### src/rtl/cpu_types_pkg.sv
//------------------------------------------------------------------------------
// Module : cpu_types_pkg
// Brief  : Shared CPU word type, fetch FSM state type and byte-width constant.
// Rev    : 1.0
//------------------------------------------------------------------------------
`default_nettype none

package cpu_types_pkg;

   localparam int WORD_BYTES = 4;

   typedef logic [31:0] word_t;

   typedef enum logic [0:0] {
      RUN    = 1'b0,
      HALTED = 1'b1
   } fetch_state_t;

endpackage

`default_nettype wire

### src/rtl/fetch_unit_if.sv
//------------------------------------------------------------------------------
// Module : fetch_unit_if
// Brief  : Fetch unit bus: instruction-memory port, IF/ID slot and control.
// Rev    : 1.0
//------------------------------------------------------------------------------
`default_nettype none

interface fetch_unit_if #(
   parameter int WORD_W = 32
);
   logic              ihit;
   logic [WORD_W-1:0] imemload;
   logic              stall_in;
   logic              redirect;
   logic [WORD_W-1:0] redirect_pc;
   logic              halt;
   logic              iren;
   logic [WORD_W-1:0] imemaddr;
   logic              instr_valid;
   logic [WORD_W-1:0] instr_out;
   logic [WORD_W-1:0] pc_out;
   logic [WORD_W-1:0] npc_out;

   // slave is the fetch unit's own view; master is the surrounding pipeline/memory
   modport slave (
      input  ihit, imemload, stall_in, redirect, redirect_pc, halt,
      output iren, imemaddr, instr_valid, instr_out, pc_out, npc_out
   );

   modport master (
      output ihit, imemload, stall_in, redirect, redirect_pc, halt,
      input  iren, imemaddr, instr_valid, instr_out, pc_out, npc_out
   );
endinterface

`default_nettype wire

### src/rtl/fetch_pc_gen.sv
//------------------------------------------------------------------------------
// Module : fetch_pc_gen
// Brief  : Program counter register and next-PC select (hold/+4/redirect).
// Rev    : 1.0
//------------------------------------------------------------------------------
`default_nettype none

module fetch_pc_gen
   import cpu_types_pkg::*;
#(
   parameter int                WORD_W  = 32,
   parameter logic [WORD_W-1:0] PC_INIT = '0
) (
   input  logic              CLK,
   input  logic              nRST,
   input  logic              hold,
   input  logic              redirect,
   input  logic [WORD_W-1:0] redirect_pc,
   input  logic              advance,
   output logic [WORD_W-1:0] pc,
   output logic [WORD_W-1:0] pc_plus4
);

   logic [WORD_W-1:0] pc_next;

   assign pc_plus4 = pc + WORD_W'(WORD_BYTES);

   // hold covers both the halting cycle and the HALTED state
   always_comb begin
      pc_next = pc;
      if (hold) begin
         pc_next = pc;
      end else if (redirect) begin
         pc_next = {redirect_pc[WORD_W-1:2], 2'b00};
      end else if (advance) begin
         pc_next = pc_plus4;
      end
   end

   always_ff @(posedge CLK or negedge nRST) begin
      if (!nRST) begin
         pc <= PC_INIT;
      end else begin
         pc <= pc_next;
      end
   end

endmodule

`default_nettype wire

### src/rtl/fetch_unit.sv
//------------------------------------------------------------------------------
// Module : fetch_unit
// Brief  : Instruction fetch front end with IF/ID output slot, redirect, halt.
//          Optional perf counters enabled by macro FETCH_PERF_EN.
// Rev    : 1.0
//------------------------------------------------------------------------------
`default_nettype none

module fetch_unit
   import cpu_types_pkg::*;
#(
   parameter int                WORD_W  = 32,
   parameter logic [WORD_W-1:0] PC_INIT = '0
) (
   input  logic         CLK,
   input  logic         nRST,
   fetch_unit_if.slave  bus
`ifdef FETCH_PERF_EN
   ,
   output word_t        fetch_count,
   output word_t        imiss_count
`endif
);

   fetch_state_t      state;
   fetch_state_t      state_next;
   logic              halted;
   logic              slot_free;
   logic              fetch_req;
   logic              accept;
   logic [WORD_W-1:0] pc;
   logic [WORD_W-1:0] pc_plus4;

   assign halted    = (state == HALTED);
   assign slot_free = !bus.instr_valid || !bus.stall_in;
   assign fetch_req = !halted && slot_free && !bus.redirect && !bus.halt;
   assign accept    = fetch_req && bus.ihit;

   // nRST gating keeps the request low during reset without waiting for an edge
   assign bus.iren     = fetch_req && nRST;
   assign bus.imemaddr = pc;

   fetch_pc_gen #(
      .WORD_W  (WORD_W),
      .PC_INIT (PC_INIT)
   ) u_pc_gen (
      .CLK         (CLK),
      .nRST        (nRST),
      .hold        (halted || bus.halt),
      .redirect    (bus.redirect),
      .redirect_pc (bus.redirect_pc),
      .advance     (accept),
      .pc          (pc),
      .pc_plus4    (pc_plus4)
   );

   always_ff @(posedge CLK or negedge nRST) begin
      if (!nRST) begin
         state <= RUN;
      end else begin
         state <= state_next;
      end
   end

   always_comb begin
      state_next = state;
      case (state)
         RUN:     if (bus.halt) state_next = HALTED;
         HALTED:  state_next = HALTED;
         default: state_next = RUN;
      endcase
   end

   // Priority: halt > redirect > fetch accept > consume
   always_ff @(posedge CLK or negedge nRST) begin
      if (!nRST) begin
         bus.instr_valid <= 1'b0;
         bus.instr_out   <= '0;
         bus.pc_out      <= '0;
         bus.npc_out     <= '0;
      end else if (!halted) begin
         if (bus.halt || bus.redirect) begin
            bus.instr_valid <= 1'b0;
         end else if (accept) begin
            bus.instr_valid <= 1'b1;
            bus.instr_out   <= bus.imemload;
            bus.pc_out      <= pc;
            bus.npc_out     <= pc_plus4;
         end else if (!bus.stall_in) begin
            bus.instr_valid <= 1'b0;
         end
      end
   end

`ifdef FETCH_PERF_EN
   always_ff @(posedge CLK or negedge nRST) begin
      if (!nRST) begin
         fetch_count <= '0;
         imiss_count <= '0;
      end else if (!halted) begin
         if (accept && (fetch_count != '1)) begin
            fetch_count <= fetch_count + 32'd1;
         end
         if (fetch_req && !bus.ihit && (imiss_count != '1)) begin
            imiss_count <= imiss_count + 32'd1;
         end
      end
   end
`endif

endmodule

`default_nettype wire

### src/flat_wrapper.sv
// flat-port wrapper written by rule: the top's interface ports become plain ports
module fetch_unit_flat import cpu_types_pkg::*;
#(
   parameter int                WORD_W  = 32,
   parameter logic [WORD_W-1:0] PC_INIT = '0
)
  (CLK, nRST, bus_ihit, bus_imemload, bus_stall_in, bus_redirect, bus_redirect_pc, bus_halt, bus_iren, bus_imemaddr, bus_instr_valid, bus_instr_out, bus_pc_out, bus_npc_out);
  fetch_unit_if #(.WORD_W(WORD_W)) bus_i ();
  input  logic CLK;
  input  logic nRST;
  input wire logic [$bits(bus_i.ihit)-1:0] bus_ihit;
  input wire logic [$bits(bus_i.imemload)-1:0] bus_imemload;
  input wire logic [$bits(bus_i.stall_in)-1:0] bus_stall_in;
  input wire logic [$bits(bus_i.redirect)-1:0] bus_redirect;
  input wire logic [$bits(bus_i.redirect_pc)-1:0] bus_redirect_pc;
  input wire logic [$bits(bus_i.halt)-1:0] bus_halt;
  output wire logic [$bits(bus_i.iren)-1:0] bus_iren;
  output wire logic [$bits(bus_i.imemaddr)-1:0] bus_imemaddr;
  output wire logic [$bits(bus_i.instr_valid)-1:0] bus_instr_valid;
  output wire logic [$bits(bus_i.instr_out)-1:0] bus_instr_out;
  output wire logic [$bits(bus_i.pc_out)-1:0] bus_pc_out;
  output wire logic [$bits(bus_i.npc_out)-1:0] bus_npc_out;
  assign bus_i.ihit = bus_ihit;
  assign bus_i.imemload = bus_imemload;
  assign bus_i.stall_in = bus_stall_in;
  assign bus_i.redirect = bus_redirect;
  assign bus_i.redirect_pc = bus_redirect_pc;
  assign bus_i.halt = bus_halt;
  assign bus_iren = bus_i.iren;
  assign bus_imemaddr = bus_i.imemaddr;
  assign bus_instr_valid = bus_i.instr_valid;
  assign bus_instr_out = bus_i.instr_out;
  assign bus_pc_out = bus_i.pc_out;
  assign bus_npc_out = bus_i.npc_out;
  fetch_unit #(.WORD_W(WORD_W), .PC_INIT(PC_INIT)) u_core (.CLK(CLK), .nRST(nRST), .bus(bus_i));
endmodule
### config.mk
export PLATFORM = sky130hd
export DESIGN_NAME = fetch_unit_flat
export DESIGN_NICKNAME = d
export VERILOG_FILES = /design/src/rtl/cpu_types_pkg.sv /design/src/rtl/fetch_unit_if.sv /design/src/rtl/fetch_pc_gen.sv /design/src/rtl/fetch_unit.sv /design/src/flat_wrapper.sv
export SDC_FILE = /design/constraint.sdc
export NUM_CORES = 1
export LEC_CHECK = 0
export ABC_AREA = 1
export CAP_MARGIN = 30
export CORE_MARGIN = 10
export CORE_UTILIZATION = 40
export CTS_CLUSTER_SIZE = 28
export DETAILED_ROUTE_END_ITERATION = 6
export PLACE_DENSITY = 0.76
export SLEW_MARGIN = 30
export SYNTH_ARGS = -nofsm -noshare
export SYNTH_HDL_FRONTEND = slang
export SYNTH_SLANG_ARGS = --single-unit
### constraint.sdc
create_clock -name CLK -period 1.8 [get_ports CLK]
set_input_delay 0.45 -clock CLK [delete_from_list [all_inputs] [get_ports CLK]]
set_output_delay 0.45 -clock CLK [all_outputs]
set_load 0.1 [all_outputs]
# Word level (Yosys, flattened, before mapping)
# Cells that the tools add are included.
# word_totals
reg_bits	130
elab_cells	35
# classes
n_addsub	1
eq_ne	1
mux	7
n_bitwise	3
reduce_logical	17
# ops
cell	count
32-bit 2-to-1 mux	2
32-bit by 3-bit adder with 32-bit output (second input constant)	1
1-bit logical AND	5
1-bit zero test	5
1-bit 2-to-1 mux	4
2-bit AND reduction	2
1-bit logical OR	3
3-bit by 1-bit != test with 1-bit output (second input constant)	1
1-bit NOT	3
3-bit AND reduction	1
1-bit case mux with 2 select lines	1
2-bit nonzero test	1

# Depth between registers and ports, before layout
# logic_depth
depth_word	8
depth_mapped	10
depth_no_buf	10

# By module
# From an unflattened synthesis, not the netlist that was laid out.
# unflattened
cells_unflattened	816
hier_area_um2	6218.5
# by_module_without_submodules
mod	n_inst	cells_each	area_per_inst_um2	seq_area_each_um2
fetch_unit	1	419	3729.8	2452.4
fetch_pc_gen	1	397	2488.6	750.7

# Worst setup path before layout
# Ideal clock, no wire load.
# synth_path
kind	reg-to-output
start	register u_core.bus.instr_valid
end	output port bus_iren
arrival_time_ns	2.429
required_ns	1.350
slack_ns	-1.079
path_stages_with_launch	4
path_buffers	0
path_cell_list	dfrtp_1 > nand2_1 > nand3_2 > nor2_1
# synth_via
elab_chain_cells	6
# synth_lines
element	line	text
start, declared	fetch_unit_if.sv:27	output iren, imemaddr, instr_valid, instr_out, pc_out, npc_out
start signal, assigned	fetch_unit.sv:77	bus.instr_valid <= 1'b0;
start signal, assigned	fetch_unit.sv:83	bus.instr_valid <= 1'b0;
start signal, assigned	fetch_unit.sv:85	bus.instr_valid <= 1'b1;
1-bit zero test	fetch_unit.sv:35	assign slot_free = !bus.instr_valid || !bus.stall_in;
1-bit logical OR	fetch_unit.sv:35	
1-bit logical AND (3 in a row)	fetch_unit.sv:36	assign fetch_req = !halted && slot_free && !bus.redirect && !bus.halt;
1-bit logical AND	fetch_unit.sv:40	assign bus.iren = fetch_req && nRST;
end, declared	flat_wrapper.sv:17	output wire logic [$bits(bus_i.iren)-1:0] bus_iren;
# No other way between the ends.

# Final worst setup path
# Same ends and word-level chain as after synthesis.

==> metrics.yaml <==
drcViolationCount: 0
core_um2: 14500
fmax_ghz: 0.544
grt-ovfl-total: 0
worst-path-max-fanout: 2
r2r_setup_slack_ns: 0.12
synth_area_leaders: "dfrtp_1 (53%), nand2_1 (23%), nor2_1 (5.5%), o21ai_0 (3.5%), nand3_1 (3.1%)"
setup_tns_ns: -0.0388
clk_latency_ns: 0.43
yosysWarnings: 0
async_flop_share_pct: 100
fin_nets: 1066
place.gp.congestion: 0.875
port_buffers: 191
min_period_ns: 1.84
syn_area_per_cell_um2: 7.61
powerDensity_nw_per_um2: 850
fillerInstances: 1063
synth_ff_type: "dfrtp_1"
ys_seq_area_share_pct: 52.6
row_count: 44
start_util_pct: 40.8
cts_buffers: 17
ys_ff_latch: 124
die_x_um: 141
drive_gt1_share_pct: 25.3
total_power_mw: 8.69
routed_wl_um: 20300
p_leak_nw: 4.84
reg2reg_depth: 8
grt_pass1_wl_um: 32300
max_slew.worst_pin.slew_ns: 0.666
status: "finished, violations left"
hold_ws_ns: 0.133
n_antenna_cell: 0
dr.pass1.iters: 5
cp.required_ns: 1.35
dp_hpwl_um: 15100
slew_viol_final: 0
grtUsageTotal_pct: 20.3
hold_viol_final: 0
htree_levels: 4
violations: "negative setup slack"
max_slew_margin_pct: 55.6
root_buffer: "clkbuf_16"
cp-end-kind: "output port"
routed_via_density: 4.83
cts_tree: "done"
vias: 5760
synth_cell_type_count: 29
ir_drop_uv: 672
wl_per_cell_um: 17.0
synthesis.area_um2: 5900
fin_skew_ns: 0.0158
antenna_found_initial: 0
yosys.cell_count.top_type: "nand2_1"
die_h_um: 141
finalCritPeriodShare_pct: 102
postLayoutSetupSlackWorst_ns: -0.0388
r2r-end: "u_core.u_pc_gen.pc[20]$_DFFE_PN0P_"
r2r-start: "u_core.u_pc_gen.pc[3]$_DFFE_PN0P_"
cts_hold_buf: 0
ios: 200
yosys.area.top_type: "dfrtp_1"
critPathLaunchType: "register"
grt_pass1_vias: 5898
criticalPathCategory: "reg2out"
drt_iter0_drc: 507
netlist.area_leader.share_pct: 52.6
hold_path_class: "in2async"
grt_max_degree: 125
antenna_left: 0
cts_sinks: 124
rsz0062_at_grt: "yes"
cp.arrival_ns: 1.39
die_area_um2: 20000
setup_violations: 1
clk_path_buf_depth: 2
clk_pin_slew_ns: 0.06
synth_commonest_cells: "nand2_1 (354), dfrtp_1 (124), nor2_1 (87)"
maxCapViolations: 0
synth_edf_count: 0
synthCells: 776
area_growth_pct: 73.3
[metal layers]
metal / up-vias / track usage, % / part of all wire (%)
met5: - / 0 / 0
met4: 0 / 5.00 / 0.73
met3: 18 / 7.54 / 8.3
met2: 206 / 33.1 / 49
met1: 2690 / 24.7 / 42
li1: 2846 / - / -
[stage by stage]
stage / setup WS [ns] / utilization (%) / cell area (um^2) / instances
after floorplan: -0.0195 / - / 5990 / 781
after global placement: -0.175 / 66.1 / 9560 / 1157
after detailed placement: -0.225 / 66.1 / 9560 / 1157
after CTS: -0.0442 / 70.3 / 10200 / 1192
after global routing: -0.0950 / 70.6 / 10200 / 1192
final: -0.0388 / 70.6 / 10200 / 1192
[cell type report]
type / count / area, um^2 / share of cell area, %
Timing Repair Buffer: 232 / 3570 / 34.9
Sequential cell: 124 / 3150 / 30.8
Multi-Input combinational cell: 579 / 2530 / 24.8
Clock buffer: 19 / 453 / 4.43
Tap cell: 184 / 230 / 2.25
Inverter: 41 / 154 / 1.50
Clock inverter: 13 / 141 / 1.38
[logic make-up (layout without fill, tap and decap cells)]
logic type / after synthesis / count (layout) / synth area share [%]
simple gates: 491 / 491 / 33.2
flops: 124 / 124 / 52.6
buf+inv: 78 / 305 / 6.00
compound gates: 73 / 73 / 6.81
xor+xnor: 8 / 8 / 1.19
fa+ha+maj: 1 / 1 / 0.212
other cells: 1 / 6 / 0.0635
[worst max path at each step]
stage | from | to | cells past startpoint
finish | u_core.bus.instr_valid$_DFFE_PN0P_ | bus_iren | 4
global placement | bus_halt | u_core.bus.instr_out[26]$_DFFE_PN0P_ | 7
floorplan | u_core.bus.instr_valid$_DFFE_PN0P_ | bus_iren | 3
detailed placement | bus_halt | u_core.bus.instr_out[18]$_DFFE_PN0P_ | 7
global route | u_core.bus.instr_valid$_DFFE_PN0P_ | bus_iren | 4
CTS | u_core.bus.instr_valid$_DFFE_PN0P_ | bus_iren | 4
[repair_timing]
action,4_1_cts,5_1_grt
pin swaps,3,2
resized for setup,4,14
setup buffers,3,0
endpoints found under the setup margin,9,26
[power by group]
group          internal (mW)  total (mW)  switching, mW
logic                  0.755        2.13           1.38
clock network           2.11        3.42           1.31
registers               2.92        3.13          0.210
[critical path, stage by stage, from the launching register on]
cell     delay (ns)
dfrtp_4        0.49
nand2_4        0.08
nand3_4        0.10
nor2_4         0.11
buf_12         0.18
[state kept, by name, summed over array words and instances (netlist names)]
signal                  count
u_core.bus.npc_out         30
u_core.u_pc_gen.pc         30
u_core.bus.instr_valid      1
u_core.halted               1
u_core.bus.instr_out       32
u_core.bus.pc_out          30
[cells in the final DEF (no fill, tap or decap), types with 3 or more instances in the layout]
cell,n
dfrtp_2,25
dfrtp_4,3
xor2_1,8
nor2_1,78
or2_2,4
nor2_2,7
clkdlybuf4s50_1,64
nand2_1,351
o21ai_1,19
o211ai_1,4
dfrtp_1,96
clkbuf_16,17
nor2_4,6
nand3_1,35
buf_4,33
o21a_1,6
buf_12,133
conb_1,6
o21ai_0,41
inv_1,39
clkinvlp_4,6
No activity file was read; power rests on OpenSTA's default activity.
